## src/rtl/sipo_pkg.sv

```systemverilog
// Shared types and sizing helpers for the serial-to-parallel deserializer.
package sipo_pkg;

   typedef enum logic [1:0] {
      IDLE  = 2'd0,
      SHIFT = 2'd1,
      PAR   = 2'd2
   } state_t;

   localparam int DEF_WIDTH = 4;

   function automatic int cnt_w(input int width);
      return $clog2(width + 1);
   endfunction

endpackage

```

## src/rtl/sipo_shreg.sv

```systemverilog
// WIDTH-bit shift register with enable; MSB_FIRST picks the shift direction.
// LOOKAHEAD=1 exposes the value after this cycle's shift, 0 exposes the stored value.
module sipo_shreg
   import sipo_pkg::*;
#(
   parameter int WIDTH     = DEF_WIDTH,
   parameter bit MSB_FIRST = 1'b1,
   parameter bit LOOKAHEAD = 1'b1
) (
   input  logic             clk,
   input  logic             reset,
   input  logic             en,
   input  logic             din,
   output logic [WIDTH-1:0] word
);

   logic [WIDTH-1:0] sr;
   logic [WIDTH-1:0] nxt;

   always_comb begin
      if (MSB_FIRST) nxt = {sr[WIDTH-2:0], din};
      else           nxt = {din, sr[WIDTH-1:1]};
   end

   always_ff @(posedge clk or negedge reset) begin
      if (!reset)  sr <= '0;
      else if (en) sr <= nxt;
   end

   assign word = LOOKAHEAD ? nxt : sr;

endmodule

```

## src/rtl/sipo_deser.sv

```systemverilog
// Serial-to-parallel deserializer with sync alignment; dout_valid rises 1 clk after the last frame bit.
// Single-entry valid/ready holding register; a word completing while held and not accepted is dropped and sets sticky overrun. Optional parity: PARITY_EN.
module sipo_deser
   import sipo_pkg::*;
#(
   parameter int WIDTH     = DEF_WIDTH,
   parameter bit MSB_FIRST = 1'b1
) (
   input  logic             clk,
   input  logic             reset,
   input  logic             sin,
   input  logic             sin_valid,
   input  logic             sync,
   output logic [WIDTH-1:0] dout,
   output logic             dout_valid,
   input  logic             dout_ready,
   output logic             overrun,
   input  logic             clr_ovr,
   output logic             parity_err
);

   localparam int            CW   = cnt_w(WIDTH);
   localparam logic [CW-1:0] LAST = CW'(WIDTH - 1);
`ifdef PARITY_EN
   localparam bit PAR_BUILD = 1'b1;
`else
   localparam bit PAR_BUILD = 1'b0;
`endif

   state_t           state;
   logic [CW-1:0]    bit_cnt;
   logic [WIDTH-1:0] word;
   logic             shift_en;
   logic             last_bit;
   logic             word_done;
   logic             perr_nxt;
   logic             drop;

   always_comb begin
      last_bit = sin_valid && !sync && (state == SHIFT) && (bit_cnt == LAST);
      // The parity bit is not shifted, so the register still holds the data word in PAR.
      shift_en = sin_valid && (sync || (state != PAR));
`ifdef PARITY_EN
      word_done = sin_valid && !sync && (state == PAR);
      perr_nxt  = ^{word, sin};
`else
      word_done = last_bit;
      perr_nxt  = 1'b0;
`endif
      drop = word_done && dout_valid && !dout_ready;
   end

   sipo_shreg #(
      .WIDTH     (WIDTH),
      .MSB_FIRST (MSB_FIRST),
      .LOOKAHEAD (!PAR_BUILD)
   ) u_shreg (
      .clk   (clk),
      .reset (reset),
      .en    (shift_en),
      .din   (sin),
      .word  (word)
   );

   always_ff @(posedge clk or negedge reset) begin
      if (!reset) begin
         state   <= IDLE;
         bit_cnt <= '0;
      end else if (sin_valid) begin
         if (sync) begin
            state   <= SHIFT;
            bit_cnt <= CW'(1);
         end else begin
            case (state)
               IDLE: begin
                  state   <= SHIFT;
                  bit_cnt <= CW'(1);
               end
               SHIFT: begin
                  if (last_bit) begin
                     bit_cnt <= '0;
`ifdef PARITY_EN
                     state   <= PAR;
`else
                     state   <= IDLE;
`endif
                  end else begin
                     bit_cnt <= bit_cnt + CW'(1);
                  end
               end
`ifdef PARITY_EN
               PAR: begin
                  state   <= IDLE;
                  bit_cnt <= '0;
               end
`endif
               default: begin
                  state   <= IDLE;
                  bit_cnt <= '0;
               end
            endcase
         end
      end
   end

   always_ff @(posedge clk or negedge reset) begin
      if (!reset) begin
         dout       <= '0;
         dout_valid <= 1'b0;
         overrun    <= 1'b0;
         parity_err <= 1'b0;
      end else begin
         // A completion on the accept edge refills the register without a bubble.
         if (word_done && !drop) begin
            dout       <= word;
            dout_valid <= 1'b1;
            parity_err <= perr_nxt;
         end else if (dout_valid && dout_ready) begin
            dout_valid <= 1'b0;
         end
         if (drop)         overrun <= 1'b1;
         else if (clr_ovr) overrun <= 1'b0;
      end
   end

endmodule

```

## config.mk

```make
export PLATFORM = sky130hd
export DESIGN_NAME = sipo_deser
export DESIGN_NICKNAME = d
export VERILOG_FILES = /design/src/rtl/sipo_pkg.sv /design/src/rtl/sipo_shreg.sv /design/src/rtl/sipo_deser.sv
export SDC_FILE = /design/constraint.sdc
export NUM_CORES = 1
export LEC_CHECK = 0
export BUFFER_PORTS_ARGS = -buffer_cell sky130_fd_sc_hd__buf_2
export CAP_MARGIN = 20
export CELL_PAD_IN_SITES_DETAIL_PLACEMENT = 1
export CELL_PAD_IN_SITES_GLOBAL_PLACEMENT = 2
export CORE_MARGIN = 2
export CORE_UTILIZATION = 30
export CTS_CLUSTER_SIZE = 30
export DETAILED_ROUTE_END_ITERATION = 8
export HOLD_SLACK_MARGIN = 0.02
export PLACE_DENSITY_LB_ADDON = 0.2
export SETUP_SLACK_MARGIN = 0.1
export SYNTH_ARGS = -nofsm -noshare
export SYNTH_HDL_FRONTEND = slang
export SYNTH_SLANG_ARGS = --single-unit
```

## constraint.sdc

```tcl
create_clock -name clk -period 1.2 [get_ports clk]
set_input_delay 0.18 -clock clk [delete_from_list [all_inputs] [get_ports clk]]
set_output_delay 0.18 -clock clk [all_outputs]
set_load 0.05 [all_outputs]
```

==> impl_metrics.tcl <==
set metrics [dict create \
    status "complete, but fails checks" \
    violations "setup timing" \
    maxCapViolations 0 \
    p_leak_uw 0.000355 \
    worstSetupEndpointType "flop" \
    synth-compound-area-share 0.0742 \
    clockBufferDepth 2 \
    grt_use_total 0.133 \
    clkTransAtPathRegs_ns 0.08 \
    place_congestion 0.650 \
    initial_core_util 0.325 \
    synthDistinctLibCells 17 \
    p_total_uw 1550 \
    synth-seq-area-share 0.568 \
    pre_cts_ws_ns -0.112 \
    fin_nets 67 \
    multi_input_area_um2 238 \
    clock-root-buffer "clkbuf_4" \
    met3WireLength_um 36 \
    clock_sinks 13 \
    htree_levels 1 \
    timing.hold.ws_ns 0.0998 \
    final_common_cell "dfrtp_1" \
    ant_nets 0 \
    hp-class "in -> reg" \
    dr.pass1.iters 1 \
    viasPerCell 4.51 \
    clk_latency_ns 0.27 \
    synth_mux_area_frac 0.164 \
    syn_nets 48 \
    synth_xor_area_frac 0 \
    area_growth_pct 29.3 \
    grt_antenna_before_repair 0 \
    drv_slew 0 \
    cp.arrival_ns 1.46 \
    drt_wl_total_um 1120 \
    die_h_um 47.7 \
    finalWorstPathRequiredPeriod_ns 1.30 \
    drc 0 \
    dieArea_um2 2280 \
    cts_tree "done" \
    fin_util 0.420 \
    die_x_um 47.7 \
    syn_area_per_cell_um2 14.3 \
    wl_met2_um 617 \
    met1_length_um 469 \
    synth_top_family_by_area "multiplexers" \
    setup_ws_ns -0.102 \
    layout-drive-gt1-share 0.534 \
    report.final.hold_viol_count 0 \
    required_ns 1.36 \
    rows 15 \
    yosysWarnings 0 \
    grt_pass1_wl_um 1940 \
    crit_path_start_kind "flop" \
    top_layer "met3" \
    ir_drop_uv 1020 \
    fill_cells 206 \
    fin_crit_sh 1.08 \
    path_class "reg -> reg" \
    drtIter0Drc 0 \
    ys_ff_latch 13 \
    rsz0062_at_grt "yes" \
    cts_setup_buffers 0 \
    synthAdderAreaFrac 0.0218 \
    fin_worst_skew_ns 0.000809 \
    grt_pass1_vias 414 \
    cts_made_buffers 3 \
    power_density_nw_per_um2 2090 \
    wire_per_inst_um 13.5 \
    cp_cell_sequence "ha_2 -> nor2b_4 -> nand4_4 -> mux2_4" \
    gr-total-overflow 0 \
    final-setup-viol-count 6 \
    syn-cell-area_um2 573 \
    synth-simple-area-share 0.131 \
    crit_fanout 4 \
    slowest_stage "dfrtp_1" \
    final_cell_mix "dfrtp_1, buf_4, buf_2, mux2_4, clkbuf_4" \
    postSynthCellCount 40 \
    coreArea_um2 1760 \
    grt_max_degree 14 \
    dp_hpwl_um 878 \
    io_pins 14 \
    place.port_buffers 12 \
    vias 374 \
    n_antenna_cell 0 \
    max_freq_mhz 768 \
    seq_area_um2 327 \
    cp_slowest_stage_delay_ns 0.37 \
]
[stage by stage]
stage          instance area (um2)  setup TNS, ns  cells
3_3_place_gp                   683         -0.119     78
5_1_grt                        741         -0.838     83
2_1_floorplan                  582         -0.148     40
3_5_place_dp                   683         -0.484     78
4_1_cts                        727         -0.496     83
6_report                       741         -0.411     83
[registers in the layout, indices dropped and copies added, names as in the netlist]
register / cells
dout: 4
bit_cnt: 3
u_shreg.sr: 3
dout_valid: 1
overrun: 1
state: 1
[worst paths after layout]
check                                       start                   endpoint  slack, ns  depth (start not counted)
max                        bit_cnt[0]$_DFFE_PN0P_        dout[1]$_DFFE_PN0P_      -0.10                          4
max in group asynchronous                   reset     dout_valid$_DFFE_PN0P_       0.64                          2
min in group asynchronous                   reset  u_shreg.sr[2]$_DFFE_PN0P_       0.31                          2
min reg2reg                  state[0]$_DFFE_PN0P_       state[0]$_DFFE_PN0P_       0.49                          1
min                                       clr_ovr        overrun$_DFFE_PN0P_        0.1                          2
max reg2reg                bit_cnt[0]$_DFFE_PN0P_        dout[1]$_DFFE_PN0P_      -0.10                          4
[worst max-delay path: cells and delay by family (launching register included)]
family,cells,cell delay (ns)
adder cells (fa/ha/maj),1,0.19
flip-flops,1,0.37
multiplexers,1,0.33
AND/OR/NAND/NOR,2,0.29
[cells by family after synthesis]
logic type | after synthesis
flops | 13
simple gates | 8
mux | 7
compound gates | 6
buf+inv | 4
fa+ha+maj | 1
other cells | 1
[where the power goes]
| group | switching (uW) | internal [uW] | leakage (uW) | total [uW] |
|---|---|---|---|---|
| Clock | 137 | 129 | 0.0000150 | 266 |
| Combinational | 393 | 277 | 0.000184 | 669 |
| Sequential | 69.7 | 545 | 0.000157 | 615 |
| Total | 599 | 950 | 0.000355 | 1550 |
[metal layers]
metal	global-route usage	vias to the layer above
met4	0.0811	0
met5	0	-
met3	0.0566	0
met1	0.146	197
li1	-	171
met2	0.213	6
[cell usage after synthesis]
master	number	area, um2
buf_4	1	7.51
nand2_1	1	3.75
inv_1	2	7.51
mux2_2	3	33.8
a21boi_0	1	7.51
o22ai_1	2	12.5
o21a_1	2	15.0
nor2b_4	2	27.5
mux2_4	4	60.1
nand4_4	1	21.3
buf_2	1	5.00
nand3_1	2	10.0
conb_1	1	3.75
nand2b_1	2	12.5
ha_1	1	12.5
o211ai_1	1	7.51
dfrtp_1	13	325
[what timing repair did]
action                     4_1_cts  5_1_grt
hold endpoints to repair        13        0
resized for setup                3        8
hold buffers                     1        0
setup endpoints to repair       10       13
pin swaps                        1        0
[layout make-up]
| cell class | count | share of cell area |
|---|---|---|
| flip-flops and latches | 13 | 0.441 |
| multi-input cells | 23 | 0.321 |
| repair buffers | 16 | 0.150 |
| well taps | 25 | 0.0422 |
| clock buffers | 4 | 0.0355 |
| inverters | 2 | 0.0101 |
Power figures use the tool's default switching activity.
